[src/rtl/oric_ps2_pkg.sv]
// Shared types and PS/2 byte constants for the scancode receiver.
// Also holds the classifier for status bytes that never reach the matrix.
package oric_ps2_pkg;

   typedef enum logic [1:0] {
      IDLE   = 2'd0,
      DATA   = 2'd1,
      PARITY = 2'd2,
      STOP   = 2'd3
   } rx_state_t;

   localparam logic [7:0] PS2_EXT    = 8'hE0;
   localparam logic [7:0] PS2_BRK    = 8'hF0;
   localparam logic [7:0] PS2_PAUSE  = 8'hE1;
   localparam logic [7:0] PS2_BAT    = 8'hAA;
   localparam logic [7:0] PS2_ACK    = 8'hFA;
   localparam logic [7:0] PS2_RESEND = 8'hFE;
   localparam logic [7:0] PS2_ECHO   = 8'hEE;
   localparam logic [7:0] PS2_OVR0   = 8'h00;
   localparam logic [7:0] PS2_OVR1   = 8'hFF;

   // Keyboard status/handshake bytes: swallowed, and they cancel pending prefixes.
   function automatic logic is_status(input logic [7:0] b);
      return b inside {PS2_BAT, PS2_ACK, PS2_RESEND, PS2_ECHO, PS2_OVR0, PS2_OVR1};
   endfunction

endpackage

[src/rtl/ps2_scancode_rx_if.sv]
// PS/2 pin inputs and key-event outputs of the scancode receiver.
// master = receiver side, slave = pins driver / matrix consumer side.
interface ps2_scancode_rx_if;
   logic       ps2_clk;
   logic       ps2_data;
   logic       key_strobe;
   logic [7:0] key_code;
   logic       key_pressed;
   logic       key_extended;
   logic       rx_busy;
   logic       frame_err;

   modport master (
      input  ps2_clk, ps2_data,
      output key_strobe, key_code, key_pressed, key_extended, rx_busy, frame_err
   );

   modport slave (
      output ps2_clk, ps2_data,
      input  key_strobe, key_code, key_pressed, key_extended, rx_busy, frame_err
   );
endinterface

[src/rtl/ps2_line_filter.sv]
// Two-flop synchroniser followed by a debounce filter: the output only
// follows the line after FILTER_LEN consecutive identical samples.
module ps2_line_filter #(
   parameter int FILTER_LEN = 8
) (
   input  logic clk_24,
   input  logic reset_n,
   input  logic line,
   output logic filt
);

   localparam int CW = $clog2(FILTER_LEN + 1);

   logic [1:0]    sync;
   logic [CW-1:0] cnt;

   // Idle PS/2 lines are high, so everything resets to 1 to avoid a false edge.
   always_ff @(posedge clk_24 or negedge reset_n) begin
      if (!reset_n) begin
         sync <= 2'b11;
         cnt  <= '0;
         filt <= 1'b1;
      end else begin
         sync <= {sync[0], line};
         if (sync[1] == filt) begin
            cnt <= '0;
         end else if (cnt == CW'(FILTER_LEN - 1)) begin
            filt <= sync[1];
            cnt  <= '0;
         end else begin
            cnt <= cnt + 1'b1;
         end
      end
   end

endmodule

[src/rtl/ps2_scancode_rx.sv]
// PS/2 host receiver: deserialises frames and folds E0/F0/E1 prefixes
// into a single make/break event per key for the Oric keyboard matrix.
module ps2_scancode_rx
   import oric_ps2_pkg::*;
#(
   parameter int FILTER_LEN  = 8,
   parameter int TIMEOUT_CYC = 48000,
   parameter int PAUSE_SKIP  = 7
) (
   input logic              clk_24,
   input logic              reset_n,
   ps2_scancode_rx_if.master bus
);

   localparam int TW = $clog2(TIMEOUT_CYC + 1);
   localparam int SW = $clog2(PAUSE_SKIP + 1);

   logic clk_f, data_f, clk_prev, fall;

   ps2_line_filter #(.FILTER_LEN(FILTER_LEN)) u_clk_filt (
      .clk_24(clk_24), .reset_n(reset_n), .line(bus.ps2_clk), .filt(clk_f)
   );
   ps2_line_filter #(.FILTER_LEN(FILTER_LEN)) u_data_filt (
      .clk_24(clk_24), .reset_n(reset_n), .line(bus.ps2_data), .filt(data_f)
   );

   assign fall = clk_prev & ~clk_f;

   rx_state_t     state;
   logic [7:0]    shreg;
   logic [2:0]    bitcnt;
   logic          par_ok;
   logic [TW-1:0] to_cnt;
   logic [SW-1:0] skip_cnt;
   logic          ext_f, brk_f;
   logic          key_strobe_q, key_pressed_q, key_extended_q, rx_busy_q, frame_err_q;
   logic [7:0]    key_code_q;

   always_ff @(posedge clk_24 or negedge reset_n) begin
      if (!reset_n) begin
         clk_prev       <= 1'b1;
         state          <= IDLE;
         shreg          <= '0;
         bitcnt         <= '0;
         par_ok         <= 1'b0;
         to_cnt         <= '0;
         skip_cnt       <= '0;
         ext_f          <= 1'b0;
         brk_f          <= 1'b0;
         key_strobe_q   <= 1'b0;
         key_code_q     <= '0;
         key_pressed_q  <= 1'b0;
         key_extended_q <= 1'b0;
         rx_busy_q      <= 1'b0;
         frame_err_q    <= 1'b0;
      end else begin
         clk_prev <= clk_f;
         // NOTE: pulse outputs default low each cycle; a later <= in this block overrides.
         key_strobe_q <= 1'b0;
         frame_err_q  <= 1'b0;

         if (state != IDLE && !fall && to_cnt == TW'(TIMEOUT_CYC - 1)) begin
            state       <= IDLE;
            to_cnt      <= '0;
            rx_busy_q   <= 1'b0;
            frame_err_q <= 1'b1;
            ext_f       <= 1'b0;
            brk_f       <= 1'b0;
         end else begin
            to_cnt <= (fall || state == IDLE) ? '0 : to_cnt + 1'b1;
            if (fall) begin
               case (state)
                  IDLE: begin
                     if (!data_f) begin
                        state     <= DATA;
                        bitcnt    <= '0;
                        rx_busy_q <= 1'b1;
                     end else begin
                        frame_err_q <= 1'b1;
                     end
                  end
                  DATA: begin
                     shreg[bitcnt] <= data_f;
                     bitcnt        <= bitcnt + 1'b1;
                     if (bitcnt == 3'd7) state <= PARITY;
                  end
                  PARITY: begin
                     par_ok <= ^shreg ^ data_f;
                     state  <= STOP;
                  end
                  STOP: begin
                     state     <= IDLE;
                     rx_busy_q <= 1'b0;
                     if (!(data_f && par_ok)) begin
                        frame_err_q <= 1'b1;
                        ext_f       <= 1'b0;
                        brk_f       <= 1'b0;
                     end else if (skip_cnt != '0) begin
                        skip_cnt <= skip_cnt - 1'b1;
                     end else if (shreg == PS2_EXT) begin
                        ext_f <= 1'b1;
                     end else if (shreg == PS2_BRK) begin
                        brk_f <= 1'b1;
                     end else if (shreg == PS2_PAUSE) begin
                        skip_cnt <= SW'(PAUSE_SKIP);
                        ext_f    <= 1'b0;
                        brk_f    <= 1'b0;
                     end else begin
                        if (!is_status(shreg)) begin
                           key_strobe_q   <= 1'b1;
                           key_code_q     <= shreg;
                           key_pressed_q  <= ~brk_f;
                           key_extended_q <= ext_f;
                        end
                        ext_f <= 1'b0;
                        brk_f <= 1'b0;
                     end
                  end
               endcase
            end
         end
      end
   end

   assign bus.key_strobe   = key_strobe_q;
   assign bus.key_code     = key_code_q;
   assign bus.key_pressed  = key_pressed_q;
   assign bus.key_extended = key_extended_q;
   assign bus.rx_busy      = rx_busy_q;
   assign bus.frame_err    = frame_err_q;

endmodule
[src/flat_wrapper.sv]
// flat-port wrapper written by rule: the top's interface ports become plain ports
module ps2_scancode_rx_flat import oric_ps2_pkg::*;
#(
   parameter int FILTER_LEN  = 8,
   parameter int TIMEOUT_CYC = 48000,
   parameter int PAUSE_SKIP  = 7
)
  (clk_24, reset_n, bus_ps2_clk, bus_ps2_data, bus_key_strobe, bus_key_code, bus_key_pressed, bus_key_extended, bus_rx_busy, bus_frame_err);
  ps2_scancode_rx_if bus_i ();
  input logic clk_24;
  input logic reset_n;
  input wire logic [$bits(bus_i.ps2_clk)-1:0] bus_ps2_clk;
  input wire logic [$bits(bus_i.ps2_data)-1:0] bus_ps2_data;
  output wire logic [$bits(bus_i.key_strobe)-1:0] bus_key_strobe;
  output wire logic [$bits(bus_i.key_code)-1:0] bus_key_code;
  output wire logic [$bits(bus_i.key_pressed)-1:0] bus_key_pressed;
  output wire logic [$bits(bus_i.key_extended)-1:0] bus_key_extended;
  output wire logic [$bits(bus_i.rx_busy)-1:0] bus_rx_busy;
  output wire logic [$bits(bus_i.frame_err)-1:0] bus_frame_err;
  assign bus_i.ps2_clk = bus_ps2_clk;
  assign bus_i.ps2_data = bus_ps2_data;
  assign bus_key_strobe = bus_i.key_strobe;
  assign bus_key_code = bus_i.key_code;
  assign bus_key_pressed = bus_i.key_pressed;
  assign bus_key_extended = bus_i.key_extended;
  assign bus_rx_busy = bus_i.rx_busy;
  assign bus_frame_err = bus_i.frame_err;
  ps2_scancode_rx #(.FILTER_LEN(FILTER_LEN), .TIMEOUT_CYC(TIMEOUT_CYC), .PAUSE_SKIP(PAUSE_SKIP)) u_core (.clk_24(clk_24), .reset_n(reset_n), .bus(bus_i));
endmodule
[config.mk]
export PLATFORM = sky130hd
export DESIGN_NAME = ps2_scancode_rx_flat
export DESIGN_NICKNAME = d
export VERILOG_FILES = /design/src/rtl/oric_ps2_pkg.sv /design/src/rtl/ps2_scancode_rx_if.sv /design/src/rtl/ps2_line_filter.sv /design/src/rtl/ps2_scancode_rx.sv /design/src/flat_wrapper.sv
export SDC_FILE = /design/constraint.sdc
export NUM_CORES = 1
export LEC_CHECK = 0
export ABC_AREA = 1
export CAP_MARGIN = 15
export CORE_AREA = 4 4 93 95
export DETAILED_ROUTE_END_ITERATION = 6
export DIE_AREA = 0 0 97 99
export PLACE_DENSITY = 0.71
export SKIP_CTS_REPAIR_TIMING = 1
export SKIP_LAST_GASP = 1
export SLEW_MARGIN = 20
export SYNTH_ARGS = -nofsm -noshare
export SYNTH_HDL_FRONTEND = slang
export SYNTH_SLANG_ARGS = --single-unit
[constraint.sdc]
create_clock -name clk_24 -period 1.9 [get_ports clk_24]
set_input_delay 0.38 -clock clk_24 [delete_from_list [all_inputs] [get_ports clk_24]]
set_output_delay 0.38 -clock clk_24 [all_outputs]
set_load 0.03 [all_outputs]
==> impl_metrics.tcl <==
set metrics [dict create \
    pin_count 17 \
    crit_buf_inv 1 \
    p_int_mw 2.601 \
    fin_crit_ns 1.770 \
    max_freq_mhz 564.9 \
    combinationalPowerShare 0.253 \
    overflow 0 \
    die_area_um2 9603 \
    drc 0 \
    syn_avg_cell_area_um2 8.558 \
    grt_antenna_before_repair 0 \
    rows 32 \
    min_to "u_core.u_data_filt.sync[1]$_DFF_PN1_" \
    cpLargestDelayFamily "buffers and inverters" \
    r2r-end "u_core.bus.key_code[7]$_DFFE_PN0P_" \
    setup_ws_ns 0.1298 \
    viasPerCell 4.882 \
    syn_nets 427 \
    pre_cts_ws_ns 0.09738 \
    drv_cap 0 \
    swShare 0.3331 \
    drive_above_1_share 0.1316 \
    cts_tree "done" \
    drt_iter0_drc 112 \
    diodes 0 \
    setup_tns_ns 0 \
    clock_sinks 63 \
    cp_cell_sequence "clkdlybuf4s50_1" \
    post-route-period-util 0.9317 \
    power.share.clock 0.321 \
    start_util 0.4419 \
    routedWlPerCell_um 11.85 \
    synth_edf_count 0 \
    dr.pass1.iters 4 \
    min_path_cells 0 \
    synth_cell_type_count 32 \
    grt_pass1_vias 2624 \
    worst_slew_margin_rel 0.7832 \
    synthArstFlopShare 1.000 \
    clockRootBuffer "clkbuf_8" \
    finClkSkew_ns 0.009533 \
    whs_ns 0.3569 \
    gp_congestion 0.8408 \
    worstSetupPathType "reg2out" \
    r2r-start "u_core.shreg[4]$_DFFE_PN0P_" \
    slew_viol_final 0 \
    vias 2612 \
    portBuffers 16 \
    synth_ff_type "dfrtp_1" \
    nets 456 \
    grt_pass1_wl_um 11350 \
    synth_seq_area_share 0.4643 \
    slowest_delay_ns 0.69 \
    p_leak_nw 1.943 \
    drtAntennaViolNets 0 \
    clock_path_buffers 2 \
    clk_pin_slew_worst_paths_ns 0.07 \
    critical_path_arrival_ns 1.39 \
    yosys_warnings 0 \
    routed_wl_um 6341 \
    startpoint_type "register" \
    ys_ff_latch 63 \
    die_height_um 99 \
    clk_latency_ns 0.34 \
    htree_levels 3 \
    ir_drop_mv 0.5042 \
    grt_max_degree 36 \
    die_x_um 97 \
    dp_hpwl_um 4571 \
    cts-buffers-inserted 9 \
    p_switching_mw 1.299 \
    postSynthCellCount 399 \
    power_density_nw_per_um2 988.8 \
    critPathCaptureType "output port" \
    path_max_fanout 2 \
    rsz0062_at_grt "no" \
    finalHoldViolations 0 \
    min_from "u_core.u_data_filt.sync[0]$_DFF_PN1_" \
    reg2reg_depth 10 \
    worstMarginPinSlew_ns 0.3227 \
    track_usage 0.1444 \
    design_area_um2 3944 \
    pwr-share-seq 0.426 \
    crit_required_ns 1.52 \
    slowest_stage "clkdlybuf4s50_1" \
    setup_viol 0 \
    placed_area_um2 3709 \
    synthToLayoutAreaGrowth_pct 15.50 \
    synthesis.area_um2 3415 \
    rrSetupSlack_ns 0.19 \
    hp-class "reg2reg" \
    core_area_um2 7727 \
    status "finished, final reports clean" \
]
[power by group through the flow]
| stage | sequential (mW) | combinational, mW | clock [mW] |
|---|---|---|---|
| floorplan | 1.68 | 0.704 | 0 |
| global placement | 1.68 | 0.926 | 0 |
| detailed placement | 1.69 | 0.953 | 0 |
| CTS | 1.66 | 0.974 | 1.29 |
| global route | 1.69 | 1.12 | 1.36 |
| finish | 1.66 | 0.985 | 1.25 |
[kinds of logic (layout without fill, tap and decap cells)]
family | after synthesis | count (layout) | synth area share
and+or+nand+nor | 193 | 193 | 0.2532
DFF | 63 | 63 | 0.4643
buffers and inverters | 60 | 94 | 0.07439
AOI/OAI and AO/OA | 45 | 45 | 0.08428
adders and majority gates | 24 | 24 | 0.08794
xor gates and xnor gates | 14 | 14 | 0.03591
[cells in the mapped netlist (all sizes together), types with 3 or more instances]
| cell | number | share of area |
|---|---|---|
| a21oi | 8 | 0.012 |
| dfrtp | 56 | 0.41 |
| nand4 | 3 | 0.0055 |
| inv | 55 | 0.060 |
| nand2 | 91 | 0.11 |
| ha | 24 | 0.088 |
| buf | 4 | 0.011 |
| xor2 | 8 | 0.021 |
| a31oi | 3 | 0.0099 |
| o21ai | 30 | 0.054 |
| nand3 | 30 | 0.047 |
| nor2 | 54 | 0.063 |
| xnor2 | 6 | 0.015 |
| dfstp | 7 | 0.054 |
| nor3 | 10 | 0.021 |
[per-layer routing]
| metal | track usage | routed length [um] | vias to the layer above |
|---|---|---|---|
| met5 | 0 | 0 | - |
| met4 | 0.06911 | 90 | 0 |
| met3 | 0.03468 | 239 | 7 |
| met2 | 0.2373 | 2992 | 38 |
| met1 | 0.1793 | 3018 | 1237 |
| li1 | - | - | 1330 |
[layout make-up]
cell class	instances	area [um^2]
sequential	63	1585
fill	700	3784
clock inverter	6	85.08
timing repair buffer	22	215.2
tap	102	127.6
inverter	56	215.2
clock buffer	10	127.6
multi-input combinational	276	1588
[sequential cells by signal, summed over array words and instances (netlist names), 3 cells and up]
| name | cells |
|---|---|
| u_core.to_cnt | 16 |
| u_core.bitcnt | 3 |
| u_core.u_data_filt.cnt | 4 |
| u_core.shreg | 8 |
| u_core.u_clk_filt.cnt | 4 |
| u_core.bus.key_code | 8 |
| u_core.skip_cnt | 3 |
[stage by stage]
| stage | power [mW] | utilization | std cells |
|---|---|---|---|
| 2_1_floorplan | 2.384 | - | 399 |
| 3_3_place_gp | 2.607 | 0.4799 | 518 |
| 3_5_place_dp | 2.641 | 0.4799 | 518 |
| 4_1_cts | 3.927 | 0.5074 | 534 |
| 5_1_grt | 4.174 | 0.5104 | 535 |
| 6_report | 3.900 | 0.5104 | 535 |
[worst max-delay path by stage]
| stage | startpoint | to | slack, ns | cells past startpoint |
|---|---|---|---|---|
| after floorplan | u_core.u_data_filt.filt$_DFFE_PN1P_ | u_core.bus.key_code[0]$_DFFE_PN0P_ | 0.42 | 9 |
| after global placement | u_core.shreg[4]$_DFFE_PN0P_ | u_core.bus.key_code[2]$_DFFE_PN0P_ | 0.16 | 10 |
| after detailed placement | u_core.shreg[4]$_DFFE_PN0P_ | u_core.bus.key_code[1]$_DFFE_PN0P_ | 0.1 | 10 |
| after CTS | u_core.shreg[4]$_DFFE_PN0P_ | u_core.bus.key_code[2]$_DFFE_PN0P_ | 0.04 | 8 |
| after global routing | u_core.shreg[0]$_DFFE_PN0P_ | u_core.bus.key_code[7]$_DFFE_PN0P_ | 0.04 | 10 |
| final | u_core.bus.rx_busy$_DFFE_PN0P_ | bus_rx_busy | 0.13 | 1 |
[layout by cell type, fill, tap and decap left out, types with 2 or more instances in the layout]
| cell | Yosys | layout |
|---|---|---|
| clkinv_2 | 0 | 2 |
| nand3_2 | 2 | 2 |
| dfrtp_1 | 56 | 56 |
| nand2_2 | 3 | 3 |
| o21ai_2 | 9 | 9 |
| nor3_4 | 2 | 2 |
| a21oi_1 | 8 | 8 |
| xnor2_1 | 6 | 6 |
| clkdlybuf4s50_1 | 0 | 15 |
| ha_1 | 24 | 24 |
| clkbuf_8 | 0 | 9 |
| nor2_1 | 49 | 49 |
| buf_4 | 0 | 4 |
| nor3_1 | 8 | 7 |
| inv_1 | 53 | 53 |
| o21ai_0 | 21 | 21 |
| dfstp_2 | 7 | 7 |
| nor2_2 | 5 | 5 |
| nand4_1 | 3 | 3 |
| clkinvlp_4 | 0 | 2 |
| bufinv_16 | 0 | 2 |
| xor2_1 | 8 | 8 |
| nand2_4 | 2 | 3 |
| nand2_1 | 86 | 85 |
| and3_1 | 2 | 2 |
| nand3b_1 | 2 | 2 |
| nand3_1 | 28 | 28 |
| a31oi_1 | 2 | 2 |
| inv_2 | 2 | 2 |
Note: power is estimated with default switching activity, not from simulation.
